===== config.mk =====
export PLATFORM = sky130hd
export DESIGN_NAME = memce_sequencer_flat
export DESIGN_NICKNAME = d
export VERILOG_FILES = /design/src/rtl/memce_sequencer_pkg.sv /design/src/rtl/memce_sequencer_if.sv /design/src/rtl/memce_sequencer_wait_counter.sv /design/src/rtl/memce_sequencer.sv /design/src/flat_wrapper.sv
export SDC_FILE = /design/constraint.sdc
export NUM_CORES = 1
export LEC_CHECK = 0
export BUFFER_PORTS_ARGS = -buffer_cell sky130_fd_sc_hd__buf_2
export CORE_UTILIZATION = 46
export CTS_CLUSTER_DIAMETER = 200
export CTS_CLUSTER_SIZE = 20
export DETAILED_ROUTE_END_ITERATION = 10
export GPL_ROUTABILITY_DRIVEN = 0
export PLACE_DENSITY = 0.79
export SLEW_MARGIN = 20
export SYNTH_ARGS = -nofsm -noshare
export SYNTH_HDL_FRONTEND = slang
export SYNTH_SLANG_ARGS = --single-unit

===== constraint.sdc =====
create_clock -name clk -period 2.19 [get_ports clk]
set_clock_uncertainty 0.15 [all_clocks]
set_input_delay 0.219 -clock clk [delete_from_list [all_inputs] [get_ports clk]]
set_output_delay 0.219 -clock clk [all_outputs]
set_load 0.05 [all_outputs]

===== src/rtl/memce_sequencer_pkg.sv =====
// Shared types and helpers for the memory chip-enable sequencer.
package memce_seq_pkg;

  typedef enum logic [2:0] {
    ST_IDLE   = 3'd0,
    ST_SETUP  = 3'd1,
    ST_STROBE = 3'd2,
    ST_HOLD   = 3'd3,
    ST_RESP   = 3'd4
  } state_t;

  typedef enum logic [1:0] {
    SEL_CE0 = 2'd0,
    SEL_CE1 = 2'd1,
    SEL_CS  = 2'd2,
    SEL_BAD = 2'd3
  } sel_t;

  // Anything but a clean one-hot {memce0, memce1, cs}, X/Z included, lands in default.
  function automatic sel_t decode_sel(input logic [2:0] sel);
    sel_t res;
    case (sel)
      3'b100:  res = SEL_CE0;
      3'b010:  res = SEL_CE1;
      3'b001:  res = SEL_CS;
      default: res = SEL_BAD;
    endcase
    return res;
  endfunction

  function automatic int max_of(input int a, input int b);
    return (a > b) ? a : b;
  endfunction

endpackage


===== src/rtl/memce_sequencer_if.sv =====
// Request, response and external memory bus of the sequencer.
interface memce_sequencer_if #(
  parameter int AW = 16,
  parameter int DW = 32
);
  logic          req_valid;
  logic          req_ready;
  logic          req_we;
  logic [AW-1:0] req_addr;
  logic [DW-1:0] req_wdata;
  logic          memce0;
  logic          memce1;
  logic          cs;
  logic          mem_ce0_n;
  logic          mem_ce1_n;
  logic          mem_cs_n;
  logic          mem_oe_n;
  logic          mem_we_n;
  logic [AW-1:0] mem_addr;
  logic [DW-1:0] mem_wdata;
  logic [DW-1:0] mem_rdata;
  logic          rsp_valid;
  logic          rsp_ready;
  logic [DW-1:0] rsp_rdata;
  logic          rsp_err;

  modport master (
    output req_valid, req_we, req_addr, req_wdata, memce0, memce1, cs, mem_rdata, rsp_ready,
    input  req_ready, mem_ce0_n, mem_ce1_n, mem_cs_n, mem_oe_n, mem_we_n, mem_addr, mem_wdata,
           rsp_valid, rsp_rdata, rsp_err
  );

  modport slave (
    input  req_valid, req_we, req_addr, req_wdata, memce0, memce1, cs, mem_rdata, rsp_ready,
    output req_ready, mem_ce0_n, mem_ce1_n, mem_cs_n, mem_oe_n, mem_we_n, mem_addr, mem_wdata,
           rsp_valid, rsp_rdata, rsp_err
  );
endinterface


===== src/rtl/memce_sequencer_wait_counter.sv =====
// Loadable down-counter timing the SETUP, STROBE and HOLD phases.
module memce_wait_counter #(
  parameter int CW = 3
) (
  input  logic          clk,
  input  logic          rst_n,
  input  logic          load,
  input  logic [CW-1:0] load_val,
  output logic          done
);

  logic [CW-1:0] cnt_r;

  // Reload on phase entry, otherwise count down and park at zero.
  always_ff @(posedge clk or negedge rst_n) begin
    if (!rst_n) begin
      cnt_r <= {CW{1'b0}};
    end else if (load) begin
      cnt_r <= load_val;
    end else if (cnt_r != {CW{1'b0}}) begin
      cnt_r <= cnt_r - CW'(1'b1);
    end
  end

  assign done = (cnt_r == {CW{1'b0}});

endmodule


===== src/rtl/memce_sequencer.sv =====
// Single-outstanding memory access sequencer driving wait-state-timed active-low strobes.
module memce_sequencer
  import memce_seq_pkg::*;
#(
  parameter int AW     = 16,
  parameter int DW     = 32,
  parameter int SETUP  = 1,
  parameter int WAIT0  = 2,
  parameter int WAIT1  = 4,
  parameter int WAITCS = 1,
  parameter int HOLD   = 1
) (
  input logic              clk,
  input logic              rst_n,
  memce_sequencer_if.slave bus
);

  localparam int MAXT = max_of(max_of(max_of(SETUP, WAIT0), max_of(WAIT1, WAITCS)), HOLD);
  localparam int CW   = $clog2(MAXT + 1);

  // Counter reload values are phase length minus one so done marks the final cycle.
  localparam logic [CW-1:0] SETUP_LD = CW'((SETUP > 0) ? SETUP - 1 : 0);
  localparam logic [CW-1:0] HOLD_LD  = CW'((HOLD > 0) ? HOLD - 1 : 0);
  localparam logic [CW-1:0] W0_LD    = CW'(WAIT0 - 1);
  localparam logic [CW-1:0] W1_LD    = CW'(WAIT1 - 1);
  localparam logic [CW-1:0] WCS_LD   = CW'(WAITCS - 1);

  state_t        state_r, state_nxt_s;
  sel_t          sel_r;
  logic          we_r, chk_r, accept_s, strobe_s;
  logic          cnt_load_s, cnt_done_s;
  logic [CW-1:0] cnt_val_s;
  logic          req_ready_r, ce0_n_r, ce1_n_r, cs_n_r, oe_n_r, we_n_r;
  logic          rsp_valid_r, rsp_err_r;
  logic [AW-1:0] addr_r;
  logic [DW-1:0] wdata_r, rdata_r;

  memce_wait_counter #(.CW(CW)) u_wait (
    .clk      (clk),
    .rst_n    (rst_n),
    .load     (cnt_load_s),
    .load_val (cnt_val_s),
    .done     (cnt_done_s)
  );

  // State register.
  always_ff @(posedge clk or negedge rst_n) begin
    if (!rst_n) begin
      state_r <= ST_IDLE;
    end else begin
      state_r <= state_nxt_s;
    end
  end

  // Next state and counter reload; the cycle after acceptance stays in IDLE to judge the select.
  always_comb begin
    state_nxt_s = state_r;
    accept_s    = 1'b0;
    cnt_val_s   = {CW{1'b0}};
    case (state_r)
      ST_IDLE: begin
        if (chk_r) begin
          if (sel_r == SEL_BAD) begin
            state_nxt_s = ST_RESP;
          end else if (SETUP > 0) begin
            state_nxt_s = ST_SETUP;
          end else begin
            state_nxt_s = ST_STROBE;
          end
        end else begin
          accept_s = bus.req_valid && req_ready_r;
        end
      end
      ST_SETUP: begin
        if (cnt_done_s) state_nxt_s = ST_STROBE;
        else            state_nxt_s = ST_SETUP;
      end
      ST_STROBE: begin
        if (cnt_done_s) state_nxt_s = (HOLD > 0) ? ST_HOLD : ST_RESP;
        else            state_nxt_s = ST_STROBE;
      end
      ST_HOLD: begin
        if (cnt_done_s) state_nxt_s = ST_RESP;
        else            state_nxt_s = ST_HOLD;
      end
      ST_RESP: begin
        if (bus.rsp_ready) state_nxt_s = ST_IDLE;
        else               state_nxt_s = ST_RESP;
      end
      default: state_nxt_s = ST_IDLE;
    endcase
    case (state_nxt_s)
      ST_SETUP: cnt_val_s = SETUP_LD;
      ST_HOLD:  cnt_val_s = HOLD_LD;
      ST_STROBE: begin
        case (sel_r)
          SEL_CE1: cnt_val_s = W1_LD;
          SEL_CS:  cnt_val_s = WCS_LD;
          default: cnt_val_s = W0_LD;
        endcase
      end
      default: cnt_val_s = {CW{1'b0}};
    endcase
  end

  assign cnt_load_s = (state_nxt_s != state_r);
  assign strobe_s   = (state_nxt_s == ST_STROBE);

  // Registered control outputs decoded from the upcoming state, so strobes never glitch.
  always_ff @(posedge clk or negedge rst_n) begin
    if (!rst_n) begin
      req_ready_r <= 1'b0;
      ce0_n_r     <= 1'b1;
      ce1_n_r     <= 1'b1;
      cs_n_r      <= 1'b1;
      oe_n_r      <= 1'b1;
      we_n_r      <= 1'b1;
      rsp_valid_r <= 1'b0;
      rsp_err_r   <= 1'b0;
    end else begin
      req_ready_r <= (state_nxt_s == ST_IDLE) && !accept_s;
      ce0_n_r     <= !(strobe_s && (sel_r == SEL_CE0));
      ce1_n_r     <= !(strobe_s && (sel_r == SEL_CE1));
      cs_n_r      <= !(strobe_s && (sel_r == SEL_CS));
      oe_n_r      <= !(strobe_s && !we_r);
      we_n_r      <= !(strobe_s && we_r);
      rsp_valid_r <= (state_nxt_s == ST_RESP);
      rsp_err_r   <= (state_nxt_s == ST_RESP) && (sel_r == SEL_BAD);
    end
  end

  // Request latches and read-data capture on the edge closing the last strobe cycle.
  always_ff @(posedge clk or negedge rst_n) begin
    if (!rst_n) begin
      chk_r   <= 1'b0;
      we_r    <= 1'b0;
      sel_r   <= SEL_BAD;
      addr_r  <= {AW{1'b0}};
      wdata_r <= {DW{1'b0}};
      rdata_r <= {DW{1'b0}};
    end else begin
      chk_r <= accept_s;
      if (accept_s) begin
        we_r    <= bus.req_we;
        sel_r   <= decode_sel({bus.memce0, bus.memce1, bus.cs});
        addr_r  <= bus.req_addr;
        wdata_r <= bus.req_wdata;
        rdata_r <= {DW{1'b0}};
      end else if ((state_r == ST_STROBE) && cnt_done_s && !we_r) begin
        rdata_r <= bus.mem_rdata;
      end
    end
  end

  assign bus.req_ready = req_ready_r;
  assign bus.mem_ce0_n = ce0_n_r;
  assign bus.mem_ce1_n = ce1_n_r;
  assign bus.mem_cs_n  = cs_n_r;
  assign bus.mem_oe_n  = oe_n_r;
  assign bus.mem_we_n  = we_n_r;
  assign bus.mem_addr  = addr_r;
  assign bus.mem_wdata = wdata_r;
  assign bus.rsp_valid = rsp_valid_r;
  assign bus.rsp_rdata = rdata_r;
  assign bus.rsp_err   = rsp_err_r;

endmodule

===== src/flat_wrapper.sv =====
// flat-port wrapper written by rule: the top's interface ports become plain ports
module memce_sequencer_flat import memce_seq_pkg::*;
#(
  parameter int AW     = 16,
  parameter int DW     = 32,
  parameter int SETUP  = 1,
  parameter int WAIT0  = 2,
  parameter int WAIT1  = 4,
  parameter int WAITCS = 1,
  parameter int HOLD   = 1
)
  (clk, rst_n, bus_req_valid, bus_req_we, bus_req_addr, bus_req_wdata, bus_memce0, bus_memce1, bus_cs, bus_mem_rdata, bus_rsp_ready, bus_req_ready, bus_mem_ce0_n, bus_mem_ce1_n, bus_mem_cs_n, bus_mem_oe_n, bus_mem_we_n, bus_mem_addr, bus_mem_wdata, bus_rsp_valid, bus_rsp_rdata, bus_rsp_err);
  memce_sequencer_if #(.AW(AW), .DW(DW)) bus_i ();
  input logic clk;
  input logic rst_n;
  input wire logic [$bits(bus_i.req_valid)-1:0] bus_req_valid;
  input wire logic [$bits(bus_i.req_we)-1:0] bus_req_we;
  input wire logic [$bits(bus_i.req_addr)-1:0] bus_req_addr;
  input wire logic [$bits(bus_i.req_wdata)-1:0] bus_req_wdata;
  input wire logic [$bits(bus_i.memce0)-1:0] bus_memce0;
  input wire logic [$bits(bus_i.memce1)-1:0] bus_memce1;
  input wire logic [$bits(bus_i.cs)-1:0] bus_cs;
  input wire logic [$bits(bus_i.mem_rdata)-1:0] bus_mem_rdata;
  input wire logic [$bits(bus_i.rsp_ready)-1:0] bus_rsp_ready;
  output wire logic [$bits(bus_i.req_ready)-1:0] bus_req_ready;
  output wire logic [$bits(bus_i.mem_ce0_n)-1:0] bus_mem_ce0_n;
  output wire logic [$bits(bus_i.mem_ce1_n)-1:0] bus_mem_ce1_n;
  output wire logic [$bits(bus_i.mem_cs_n)-1:0] bus_mem_cs_n;
  output wire logic [$bits(bus_i.mem_oe_n)-1:0] bus_mem_oe_n;
  output wire logic [$bits(bus_i.mem_we_n)-1:0] bus_mem_we_n;
  output wire logic [$bits(bus_i.mem_addr)-1:0] bus_mem_addr;
  output wire logic [$bits(bus_i.mem_wdata)-1:0] bus_mem_wdata;
  output wire logic [$bits(bus_i.rsp_valid)-1:0] bus_rsp_valid;
  output wire logic [$bits(bus_i.rsp_rdata)-1:0] bus_rsp_rdata;
  output wire logic [$bits(bus_i.rsp_err)-1:0] bus_rsp_err;
  assign bus_i.req_valid = bus_req_valid;
  assign bus_i.req_we = bus_req_we;
  assign bus_i.req_addr = bus_req_addr;
  assign bus_i.req_wdata = bus_req_wdata;
  assign bus_i.memce0 = bus_memce0;
  assign bus_i.memce1 = bus_memce1;
  assign bus_i.cs = bus_cs;
  assign bus_i.mem_rdata = bus_mem_rdata;
  assign bus_i.rsp_ready = bus_rsp_ready;
  assign bus_req_ready = bus_i.req_ready;
  assign bus_mem_ce0_n = bus_i.mem_ce0_n;
  assign bus_mem_ce1_n = bus_i.mem_ce1_n;
  assign bus_mem_cs_n = bus_i.mem_cs_n;
  assign bus_mem_oe_n = bus_i.mem_oe_n;
  assign bus_mem_we_n = bus_i.mem_we_n;
  assign bus_mem_addr = bus_i.mem_addr;
  assign bus_mem_wdata = bus_i.mem_wdata;
  assign bus_rsp_valid = bus_i.rsp_valid;
  assign bus_rsp_rdata = bus_i.rsp_rdata;
  assign bus_rsp_err = bus_i.rsp_err;
  memce_sequencer #(.AW(AW), .DW(DW), .SETUP(SETUP), .WAIT0(WAIT0), .WAIT1(WAIT1), .WAITCS(WAITCS), .HOLD(HOLD)) u_core (.clk(clk), .rst_n(rst_n), .bus(bus_i));
endmodule

==> results of run 1 <==
-- cells by family (layout without fill, tap and decap cells) --
| group | Yosys count | after routing | share of synthesized area (%) |
|---|---|---|---|
| buf+inv | 25 | 287 | 2.95 |
| mux | 3 | 3 | 0.819 |
| xor+xnor | 4 | 4 | 0.917 |
| flops | 98 | 98 | 64.4 |
| compound gates | 41 | 41 | 7.24 |
| fa+ha+maj | 2 | 2 | 0.655 |
| simple gates | 217 | 217 | 23.0 |
-- worst min-delay path: stages --
cell     delay (ns)
buf_2          0.10
o21ai_0        0.10
nand2_1        0.08
-- worst max path at each step --
stage / start / endpoint
2_1_floorplan: u_core.u_wait.cnt_r[0] / u_core.bus.rsp_rdata[10]
6_report: u_core.u_wait.cnt_r[0] / u_core.u_wait.cnt_r[1]
5_1_grt: u_core.u_wait.cnt_r[1] / u_core.u_wait.cnt_r[1]
3_5_place_dp: u_core.u_wait.cnt_r[0] / u_core.u_wait.cnt_r[1]
4_1_cts: u_core.u_wait.cnt_r[0] / u_core.u_wait.cnt_r[1]
3_3_place_gp: u_core.u_wait.cnt_r[0] / u_core.u_wait.cnt_r[1]
-- power by group --
group	internal, mW	switching, mW
sequential	2.56	0.448
clock	0.668	0.656
combinational	1.18	3.47
-- sequential cells by signal, summed over array words and instances (netlist names), 2 cells and up --
name                  flops
u_core.bus.rsp_rdata     32
u_core.state_r            3
u_core.sel_r              2
u_core.bus.mem_addr      16
u_core.bus.mem_wdata     32
u_core.u_wait.cnt_r       3
-- routing by layer --
metal	global-route usage [%]	vias up	part of all wire, %
met2	44.9	160	52
met5	0	-	0
met3	4.88	26	5.9
met1	30.7	1765	40
li1	-	1762	-
met4	9.23	0	2.3
-- layout make-up --
class | count | area (um^2) | share of cell area, %
flip-flops and latches | 98 | 2460 | 41.9
clock inverters | 7 | 108 | 1.83
clock buffers | 9 | 124 | 2.11
inverters | 5 | 18.8 | 0.319
repair buffers | 266 | 1790 | 30.5
multi-input cells | 267 | 1250 | 21.2
well taps | 102 | 128 | 2.17
-- synth_stat cells --
library cell	instances	area [um^2]
or4_1	1	7.51
dfstp_2	7	184
a2bb2oi_1	1	8.76
nand4_1	1	6.26
xor2_1	1	8.76
nor2b_1	3	18.8
a22o_1	16	140
or3b_2	1	8.76
dfrtp_1	91	2280
nand2_1	188	706
buf_4	1	7.51
o21ai_0	3	15.0
nand3_1	3	15.0
nand4_2	1	12.5
nand3b_1	1	7.51
a221oi_1	1	8.76
nor2_4	1	11.3
and3_1	1	6.26
mux2i_1	2	20.0
and2b_1	1	7.51
a21oi_1	18	90.1
mux2_2	1	11.3
clkbuf_1	7	26.3
nand2b_1	1	6.26
nor4b_1	1	8.76
a31oi_1	1	6.26
inv_2	1	3.75
nor4_1	1	6.26
buf_2	12	60.1
inv_1	4	15.0
nor3_1	3	15.0
xnor2_1	3	26.3
ha_1	2	25.0
nor2_1	8	30.0
a211oi_1	1	7.51
or3_1	1	6.26
-- timing repair --
item                      4_1_cts  5_1_grt
hold buffers                   83        0
resized for setup               0        0
hold endpoints to repair      173        0
==> impl_summary.txt, run 1 <==
----------------------------------------------------
[STA]
  Max Clock Freq ... 508 MHz
  Setup TNS after final layout ... 0 ns
  Max-slew headroom ... 63.6%
  Final worst path period need ... 1.97 ns
  Hold_ws ... 0.0353 ns
  Number of max-slew violations in the final report ... 0
  RSZ-0062 raised after global routing ... no
  Final setup violation count ... 0
  Slew @ Worst Pin ... 0.546 ns
  Setup ws final ... 0.223 ns
  Period utilization ... 89.8%
  Final hold violation count ... 0

[Floorplan]
  Die extent in x ... 93.1 um
  Area enclosed by the die boundary ... 8680 um^2
  Core Area ... 7890 um^2
  Total number of placement rows ... 32
  Initial standard-cell utilization of the core ... 48.4%
  Number of ports placed on the die boundary ... 176
  Chip Height ... 93.1 um

[Global route]
  Overall Global Routing Usage ... 25.3%
  Largest net degree at the start of global routing ... 63
  Global-route wire length before repair ... 17.1 mm
  Via count of the first global-routing pass ... 3,778
  Antenna violations before repair ... 0
  Total gr overflow ... 0

[Cells and area]
  Proportion of layout cells with a drive suffix above 1 ... 32.4%
  Most used cells in the layout excluding fill and tap cells ... nand2_1 (188), buf_2 (174), dfrtp_1 (91), dlygate4sd3_1 (83), a21oi_1 (18)
  Leading cell type in the layout, fill and taps excluded ... nand2_1
  Antenna Diode Count ... 0
  Final Instance Area ... 5880 um^2
  Final Core Density ... 74.6%
  Total of fill cells in the finished design ... 551
  Number of nets in the finished design ... 737
  Syn-to-layout area delta ... 53.9%
  Number of standard cells in the layout, taps in and fillers out ... 754

[Clock network]
  Clock net sink count ... 98
  Post-CTS setup buffer count ... 0
  CTS tree ... built
  Post-CTS clock slew at the launch and capture registers of the worst setup and hold paths ... 0.10 ns
  Number of buffers on the longest clock path ... 2
  Clock Latency Late Sink ... 0.35 ns
  H-tree depth ... 3
  Root Buffer ... clkbuf_8
  Number of buffers inserted during clock tree synthesis ... 9

[Worst hold path]
  WHS Path Cells ... 3
  Hold-critical path endpoint ... u_core.sel_r[0]
  Hold_sp ... bus_memce1
  Hold Crit Class ... in2reg

[Worst setup path]
  R2R Setup Slk ... 0.22 ns
  Worst R2R Path Depth ... 6
  Required time of the critical path ... 2.27 ns
  Max FO, Critical Path ... 6
  Reg2reg end ... u_core.u_wait.cnt_r[1]
  Most frequent cell on the critical path ... mux2i_1
  Startpoint of the most critical register-to-register path ... u_core.u_wait.cnt_r[0]
  Startpoint class of the critical path ... flip-flop
  Nature of the critical path endpoint ... flip-flop
  Delay of the slowest cell on the worst path ... 0.38 ns
  Stages on worst setup path ... 6
  Chain of cells forming the critical path ... inv_1 -> ha_1 -> and2b_1 -> mux2i_1 -> mux2i_1 -> mux2_2
  CP Class ... reg2reg
  Worst endpoint data arrival time ... 2.05 ns
  Crit path max-delay cell type ... mux2_2
  Gate family responsible for the most delay along the worst path ... multiplexers
  Crit path buffers/inverters ... 1

[Pwr]
  Pwr dens ... 1530 nW/um^2
  Leak ... 3.21 nW
  Overall power consumption ... 8.98 mW
  Worst voltage drop across the vdd grid ... 1.06 mV

[Synthesis]
  Cells after Synth ... 390
  Total standard cell area after synthesis ... 3820 um^2
  Number of library cell types mapped by synthesis ... 36
  Post-synthesis area per instance ... 9.80 um^2
  Mapped Nets ... 480
  Number of warnings reported in the yosys synthesis log ... 0
  Register bit total from synthesis ... 98
  Seq/Total Area, Yosys ... 64.4%

[Routing]
  DRT Pass-1 Iters ... 4
  Residual antenna-violating net count after detailed routing ... 0
  Remaining design rule violation count ... 0
  Vias per cell ... 4.92
  Routed WL per cell ... 13.9 um
  Final WL ... 10.5 mm
  Number of vias in the routed layout ... 3,713
  Initial drt markers ... 167

[Run status]
  Outcome ... finished, final reports clean

[Job]
  Count of max-cap constraint violations ... 0

[Placement]
  DP Worst Slack ... 0.260 ns
  Placement Cell Area ... 4820 um^2
  Detailed Place HPWL ... 6.52 mm
  Port Buf Inserts ... 175
  Number of cells in the design after placement ... 655

----------------------------------------------------
No activity file was read; power rests on OpenSTA's default activity.
==> inputs of run 2 (changes only) <==
--- a/config.mk
+++ b/config.mk
@@ -12,6 +12,7 @@
 export DETAILED_ROUTE_END_ITERATION = 10
 export GPL_ROUTABILITY_DRIVEN = 0
 export PLACE_DENSITY = 0.79
+export RECOVER_POWER = 100
 export SLEW_MARGIN = 20
 export SYNTH_ARGS = -nofsm -noshare
 export SYNTH_HDL_FRONTEND = slang
==> run 2 against run 1 <==
Net effect: first-iteration DRC count is 6.0% higher; critical path depth stayed put; sequential power hardly changed; setup slack worse by 0.014 ns; power is 1.9% lower; routed wire length is 0.47% higher; combinational power is 4% lower; clock power hardly changed.
==> impl_summary.txt, run 2 (synthesis results as in run 1) <==
----------------------------------------------------
[Worst setup path]
  Startpoint class of the critical path ... flip-flop
  Nature of the critical path endpoint ... flip-flop
  Reg2reg end ... u_core.sel_r[0]
  Startpoint of the most critical register-to-register path ... u_core.state_r[1]
  Worst endpoint data arrival time ... 2.12 ns
  R2R Setup Slk ... 0.21 ns
  Worst R2R Path Depth ... 6
  CP Class ... reg2reg
  Required time of the critical path ... 2.33 ns
  Max FO, Critical Path ... 62
  End point of the critical path ... u_core.sel_r[0]
  Start point of the critical path ... u_core.state_r[1]

[Global route]
  Total gr overflow ... 0
  Largest net degree at the start of global routing ... 63
  Overall Global Routing Usage ... 25.3%
  Antenna violations before repair ... 0
  Via count of the first global-routing pass ... 3,778
  Global-route wire length before repair ... 17.1 mm

[Clock network]
  Clock Latency Late Sink ... 0.34 ns
  Post-CTS setup buffer count ... 0
  Number of buffers on the longest clock path ... 2
  H-tree depth ... 3
  CTS tree ... built
  Post-CTS sizing ... 0
  Root Buffer ... clkbuf_8
  Number of buffers inserted during clock tree synthesis ... 9
  Post-CTS clock slew at the launch and capture registers of the worst setup and hold paths ... 0.10 ns
  Clock net sink count ... 98

[Floorplan]
  Number of ports placed on the die boundary ... 176
  Chip Height ... 93.1 um
  Core Area ... 7890 um^2
  Die extent in x ... 93.1 um
  Area enclosed by the die boundary ... 8680 um^2
  Initial standard-cell utilization of the core ... 48.4%
  Total number of placement rows ... 32

[STA]
  Period utilization ... 90.4%
  Final setup violation count ... 0
  Slew @ Worst Pin ... 0.756 ns
  Setup TNS after final layout ... 0 ns
  Setup ws final ... 0.209 ns
  Number of max-slew violations in the final report ... 0
  Max-slew headroom ... 49.6%
  Final hold violation count ... 0
  Max Clock Freq ... 505 MHz
  RSZ-0062 raised after global routing ... no
  Final worst path period need ... 1.98 ns

[Job]
  Count of max-cap constraint violations ... 0

[Pwr]
  Worst voltage drop across the vdd grid ... 1.05 mV
  Leak ... 2.89 nW
  Overall power consumption ... 8.82 mW
  Pwr dens ... 1530 nW/um^2

[Run status]
  Outcome ... finished, final reports clean

[Cells and area]
  Area of the multi-input gates ... 1250 um^2
  Leading cell type in the layout, fill and taps excluded ... nand2_1
  Antenna Diode Count ... 0
  Syn-to-layout area delta ... 50.5%
  Most used cells in the layout excluding fill and tap cells ... nand2_1 (188), dfrtp_1 (91), clkbuf_1 (89), buf_2 (86), dlygate4sd3_1 (83)
  Footprint of the flip-flops and latches ... 2460 um^2
  Proportion of layout cells with a drive suffix above 1 ... 18.6%
  Number of nets in the finished design ... 737
  Number of standard cells in the layout, taps in and fillers out ... 754
  Total of fill cells in the finished design ... 613

[Routing]
  Remaining design rule violation count ... 0
  Routed WL per cell ... 14.0 um
  Vias per cell ... 4.93
  Initial drt markers ... 177
  Residual antenna-violating net count after detailed routing ... 0
  Final WL ... 10.6 mm
  DRT Pass-1 Iters ... 4
  Number of vias in the routed layout ... 3,716

[Placement]
  Detailed Place HPWL ... 6.52 mm
  Number of cells in the design after placement ... 655
  Port Buf Inserts ... 175
  DP Worst Slack ... 0.260 ns

[Worst hold path]
  Hold Crit Class ... in2reg

----------------------------------------------------
## run 2: cell types whose count changed in the layout (fill, tap and decap cells not counted), sizes merged
cell and change:
buf -91, clkbuf +91
## run 2: how the worst min path moves through the flow
| stage | cells past startpoint | endpoint | start | slack, ns |
|---|---|---|---|---|
| 6_report | 3 | u_core.sel_r[0] | bus_memce1 | 0.04 |
| 5_1_grt | 3 | u_core.sel_r[0] | bus_memce1 | 0.03 |
| 4_1_cts | 3 | u_core.sel_r[0] | bus_memce1 | 0.02 |
| 3_5_place_dp | 1 | u_core.bus.mem_wdata[7] | rst_n | -0.08 |
| 3_3_place_gp | 1 | u_core.bus.mem_wdata[7] | rst_n | -0.08 |
| 2_1_floorplan | 0 | u_core.bus.mem_addr[0] | rst_n | -0.23 |
## run 2: layout make-up
class                           count  area share (%)
Clock inverter                      7            1.87
Inverter                            5           0.326
Multi-Input combinational cell    267            21.7
Sequential cell                    98            42.8
Clock buffer                        9            2.15
Tap cell                          102            2.22
Timing Repair Buffer              266            29.0
## run 2: metrics by stage
step	hold WS (ns)	utilization, %	instance area, um^2
floorplan	-0.227	-	3820
CTS	0.0157	74.6	5880
finish	0.0378	72.9	5750
global placement	-0.0779	61.1	4820
detailed placement	-0.0801	61.1	4820
global route	0.0306	72.9	5750
## run 2: report_power, final
| part | switching, mW | leakage, nW | total [mW] | internal (mW) |
|---|---|---|---|---|
| Combinational | 3.47 | 1.53 | 4.46 | 0.993 |
| Sequential | 0.464 | 1.25 | 3.03 | 2.56 |
| Clock | 0.655 | 0.114 | 1.32 | 0.668 |
| Total | 4.59 | 2.89 | 8.82 | 4.23 |
## run 2: metal layers
| layer | wire [um] | track usage [%] | share of wire (%) | up-vias |
|---|---|---|---|---|
| li1 | - | - | - | 1761 |
| met1 | 4350 | 30.7 | 41 | 1788 |
| met2 | 5440 | 44.9 | 51 | 141 |
| met3 | 521 | 4.88 | 4.9 | 26 |
| met4 | 248 | 9.23 | 2.3 | 0 |
| met5 | 0 | 0 | 0 | - |
## run 2: timing repair
action,4_1_cts,5_1_grt
endpoints found under the hold margin,173,0
hold buffers,83,0
setup endpoints to repair,0,0
## run 2: critical path, cell delays in order, from the launching register on
cell	delay [ns]
dfrtp_1	0.50
nor2_1	0.24
nand4_2	0.13
inv_1	0.32
buf_12	0.30
o21ai_0	0.16
nand2_1	0.10
==> inputs of run 3 (changes only) <==
--- a/config.mk
+++ b/config.mk
@@ -6,12 +6,14 @@
 export NUM_CORES = 1
 export LEC_CHECK = 0
 export BUFFER_PORTS_ARGS = -buffer_cell sky130_fd_sc_hd__buf_2
-export CORE_UTILIZATION = 46
+export CELL_PAD_IN_SITES_DETAIL_PLACEMENT = 1
+export CELL_PAD_IN_SITES_GLOBAL_PLACEMENT = 1
+export CORE_UTILIZATION = 34
 export CTS_CLUSTER_DIAMETER = 200
 export CTS_CLUSTER_SIZE = 20
 export DETAILED_ROUTE_END_ITERATION = 10
 export GPL_ROUTABILITY_DRIVEN = 0
-export PLACE_DENSITY = 0.79
+export PLACE_DENSITY_LB_ADDON = 0.1
 export RECOVER_POWER = 100
 export SLEW_MARGIN = 20
 export SYNTH_ARGS = -nofsm -noshare
==> run 3 against run 2 <==
Net effect: final area is 1.8% higher; clock-buffer cell count is 4 higher; combinational power is 3% higher; clock power is 6% higher; routed wire length is 19% higher; worst hold slack better by 0.017 ns; first-iteration DRC count is 36% lower; sequential cell count stayed put; cell count is 6.1% higher; critical path type unchanged.
==> impl_summary.txt, run 3 (synthesis results as in run 1) <==
----------------------------------------------------
[Run status]
  Outcome ... finished, final reports clean

[Global route]
  Overall Global Routing Usage ... 22.3%
  Total gr overflow ... 0
  Largest net degree at the start of global routing ... 52
  Antenna violations before repair ... 0
  Via count of the first global-routing pass ... 4,067
  Global-route wire length before repair ... 20.0 mm

[Cells and area]
  Syn-to-layout area delta ... 53.3%
  Number of nets in the finished design ... 745
  Leading cell type in the layout, fill and taps excluded ... nand2_1
  Total of fill cells in the finished design ... 1,342
  Most used cells in the layout excluding fill and tap cells ... nand2_1 (188), dfrtp_1 (91), clkbuf_1 (88), buf_2 (87), dlygate4sd3_1 (84)
  Number of standard cells in the layout, taps in and fillers out ... 800
  Antenna Diode Count ... 0
  Proportion of layout cells with a drive suffix above 1 ... 19.5%

[Routing]
  Residual antenna-violating net count after detailed routing ... 0
  Final WL ... 12.5 mm
  Number of vias in the routed layout ... 3,675
  Routed WL per cell ... 15.7 um
  Initial drt markers ... 114
  DRT Pass-1 Iters ... 4
  Vias per cell ... 4.59
  Remaining design rule violation count ... 0

[Worst hold path]
  Hold-critical path endpoint ... u_core.bus.rsp_valid
  Hold_sp ... bus_rsp_ready
  Hold Crit Class ... in2reg
  WHS Path Cells ... 4

[Worst setup path]
  Crit path max-delay cell type ... dfrtp_1
  Startpoint class of the critical path ... flip-flop
  Startpoint of the most critical register-to-register path ... u_core.u_wait.cnt_r[0]
  Max FO, Critical Path ... 9
  Chain of cells forming the critical path ... inv_1 -> ha_1 -> and2b_1 -> and3_1 -> clkbuf_2 -> nand2_1 -> a21oi_1
  Delay of the slowest cell on the worst path ... 0.36 ns
  R2R Setup Slk ... 0.19 ns
  Required time of the critical path ... 2.32 ns
  Worst R2R Path Depth ... 7
  Reg2reg end ... u_core.bus.rsp_rdata[28]
  Nature of the critical path endpoint ... flip-flop
  CP Class ... reg2reg
  Worst endpoint data arrival time ... 2.13 ns

[STA]
  Setup TNS after final layout ... 0 ns
  Period utilization ... 91.5%
  Slew @ Worst Pin ... 0.971 ns
  Setup ws final ... 0.186 ns
  Max Clock Freq ... 499 MHz
  Number of max-slew violations in the final report ... 0
  Final hold violation count ... 0
  Final setup violation count ... 0
  Max-slew headroom ... 35.3%
  Final worst path period need ... 2.00 ns
  Hold_ws ... 0.0546 ns
  RSZ-0062 raised after global routing ... no

[Placement]
  Detailed Place HPWL ... 7.87 mm
  Number of cells in the design after placement ... 700
  Port Buf Inserts ... 175
  DP Worst Slack ... 0.257 ns

[Floorplan]
  Core Area ... 10,900 um^2
  Area enclosed by the die boundary ... 11,700 um^2
  Initial standard-cell utilization of the core ... 35.1%
  Chip Height ... 108 um
  Die extent in x ... 108 um
  Total number of placement rows ... 38
  Number of ports placed on the die boundary ... 176

[Clock network]
  Post-CTS clock slew at the launch and capture registers of the worst setup and hold paths ... 0.09 ns
  Number of buffers on the longest clock path ... 2
  Number of buffers inserted during clock tree synthesis ... 9
  H-tree depth ... 3
  CTS tree ... built
  Clock net sink count ... 98
  Clock Latency Late Sink ... 0.36 ns
  Root Buffer ... clkbuf_8

[Pwr]
  Leak ... 2.94 nW
  Pwr dens ... 1530 nW/um^2
  Worst voltage drop across the vdd grid ... 0.701 mV

[Job]
  Count of max-cap constraint violations ... 0

----------------------------------------------------
-- run 3: cell count changes in the layout (fill, tap and decap cells not counted), sizes merged --
| cell | change |
|---|---|
| buf | +7 |
| clkbuf | +4 |
| inv | -4 |
| clkinv | +1 |
| clkinvlp | -1 |
| dlygate4sd3 | +1 |
-- run 3: how the worst max path moves through the flow --
| stage | start | to | slack, ns | cells past startpoint |
|---|---|---|---|---|
| after global placement | u_core.u_wait.cnt_r[0] | u_core.u_wait.cnt_r[1] | 0.32 | 6 |
| after global routing | u_core.u_wait.cnt_r[0] | u_core.bus.rsp_rdata[27] | 0.05 | 7 |
| final | u_core.u_wait.cnt_r[0] | u_core.bus.rsp_rdata[28] | 0.19 | 7 |
| after CTS | u_core.u_wait.cnt_r[0] | u_core.u_wait.cnt_r[1] | 0.22 | 6 |
| after floorplan | u_core.u_wait.cnt_r[0] | u_core.bus.rsp_rdata[10] | 0.39 | 8 |
| after detailed placement | u_core.u_wait.cnt_r[0] | u_core.bus.rsp_rdata[20] | 0.26 | 7 |
-- run 3: worst max-delay path, delay by kind of cell, from the launching register on --
| kind | cells | cell delay (ns) |
|---|---|---|
| AO/OA/AOI/OAI | 1 | 0.14 |
| adder cells (fa/ha/maj) | 1 | 0.24 |
| buffers and inverters | 2 | 0.39 |
| flip-flops | 1 | 0.36 |
| AND/OR/NAND/NOR | 3 | 0.63 |
-- run 3: per-layer routing --
layer  vias to the layer above  wire [um]  GRT usage (%)
li1                       1776          -              -
met1                      1791       5150           25.3
met2                        95       6610           41.0
met3                        13        584           5.42
met4                         0        194           7.14
met5                         -          0              0
-- run 3: where the power goes --
| group | switching (mW) | total (mW) | leakage [nW] | internal, mW |
|---|---|---|---|---|
| Combinational | 3.57 | 4.60 | 1.57 | 1.03 |
| Clock | 0.628 | 1.40 | 0.126 | 0.772 |
| Sequential | 0.418 | 2.98 | 1.25 | 2.57 |
| Total | 4.62 | 8.98 | 2.94 | 4.36 |
-- run 3: final cells by class --
cell class | count | area [um^2] | share of cell area, %
sequential | 98 | 2460 | 42.0
multi-input combinational | 267 | 1240 | 21.2
tap | 140 | 175 | 2.99
inverter | 5 | 18.8 | 0.320
clock inverter | 3 | 68.8 | 1.17
timing repair buffer | 274 | 1710 | 29.3
clock buffer | 13 | 179 | 3.05
-- run 3: through the flow --
step	cell area, um^2	utilization, %	power (mW)
after floorplan	3820	-	6.40
after global placement	4910	45.1	7.53
after detailed placement	4910	45.1	7.64
after CTS	5990	55.1	9.19
after global routing	5860	53.8	9.50
final	5860	53.8	8.98
-- run 3: repair_timing --
action,in CTS,in global routing
setup buffers,0,0
setup endpoints to repair,0,0
gates resized for setup,0,0
hold buffers,84,0
hold endpoints to repair,116,0
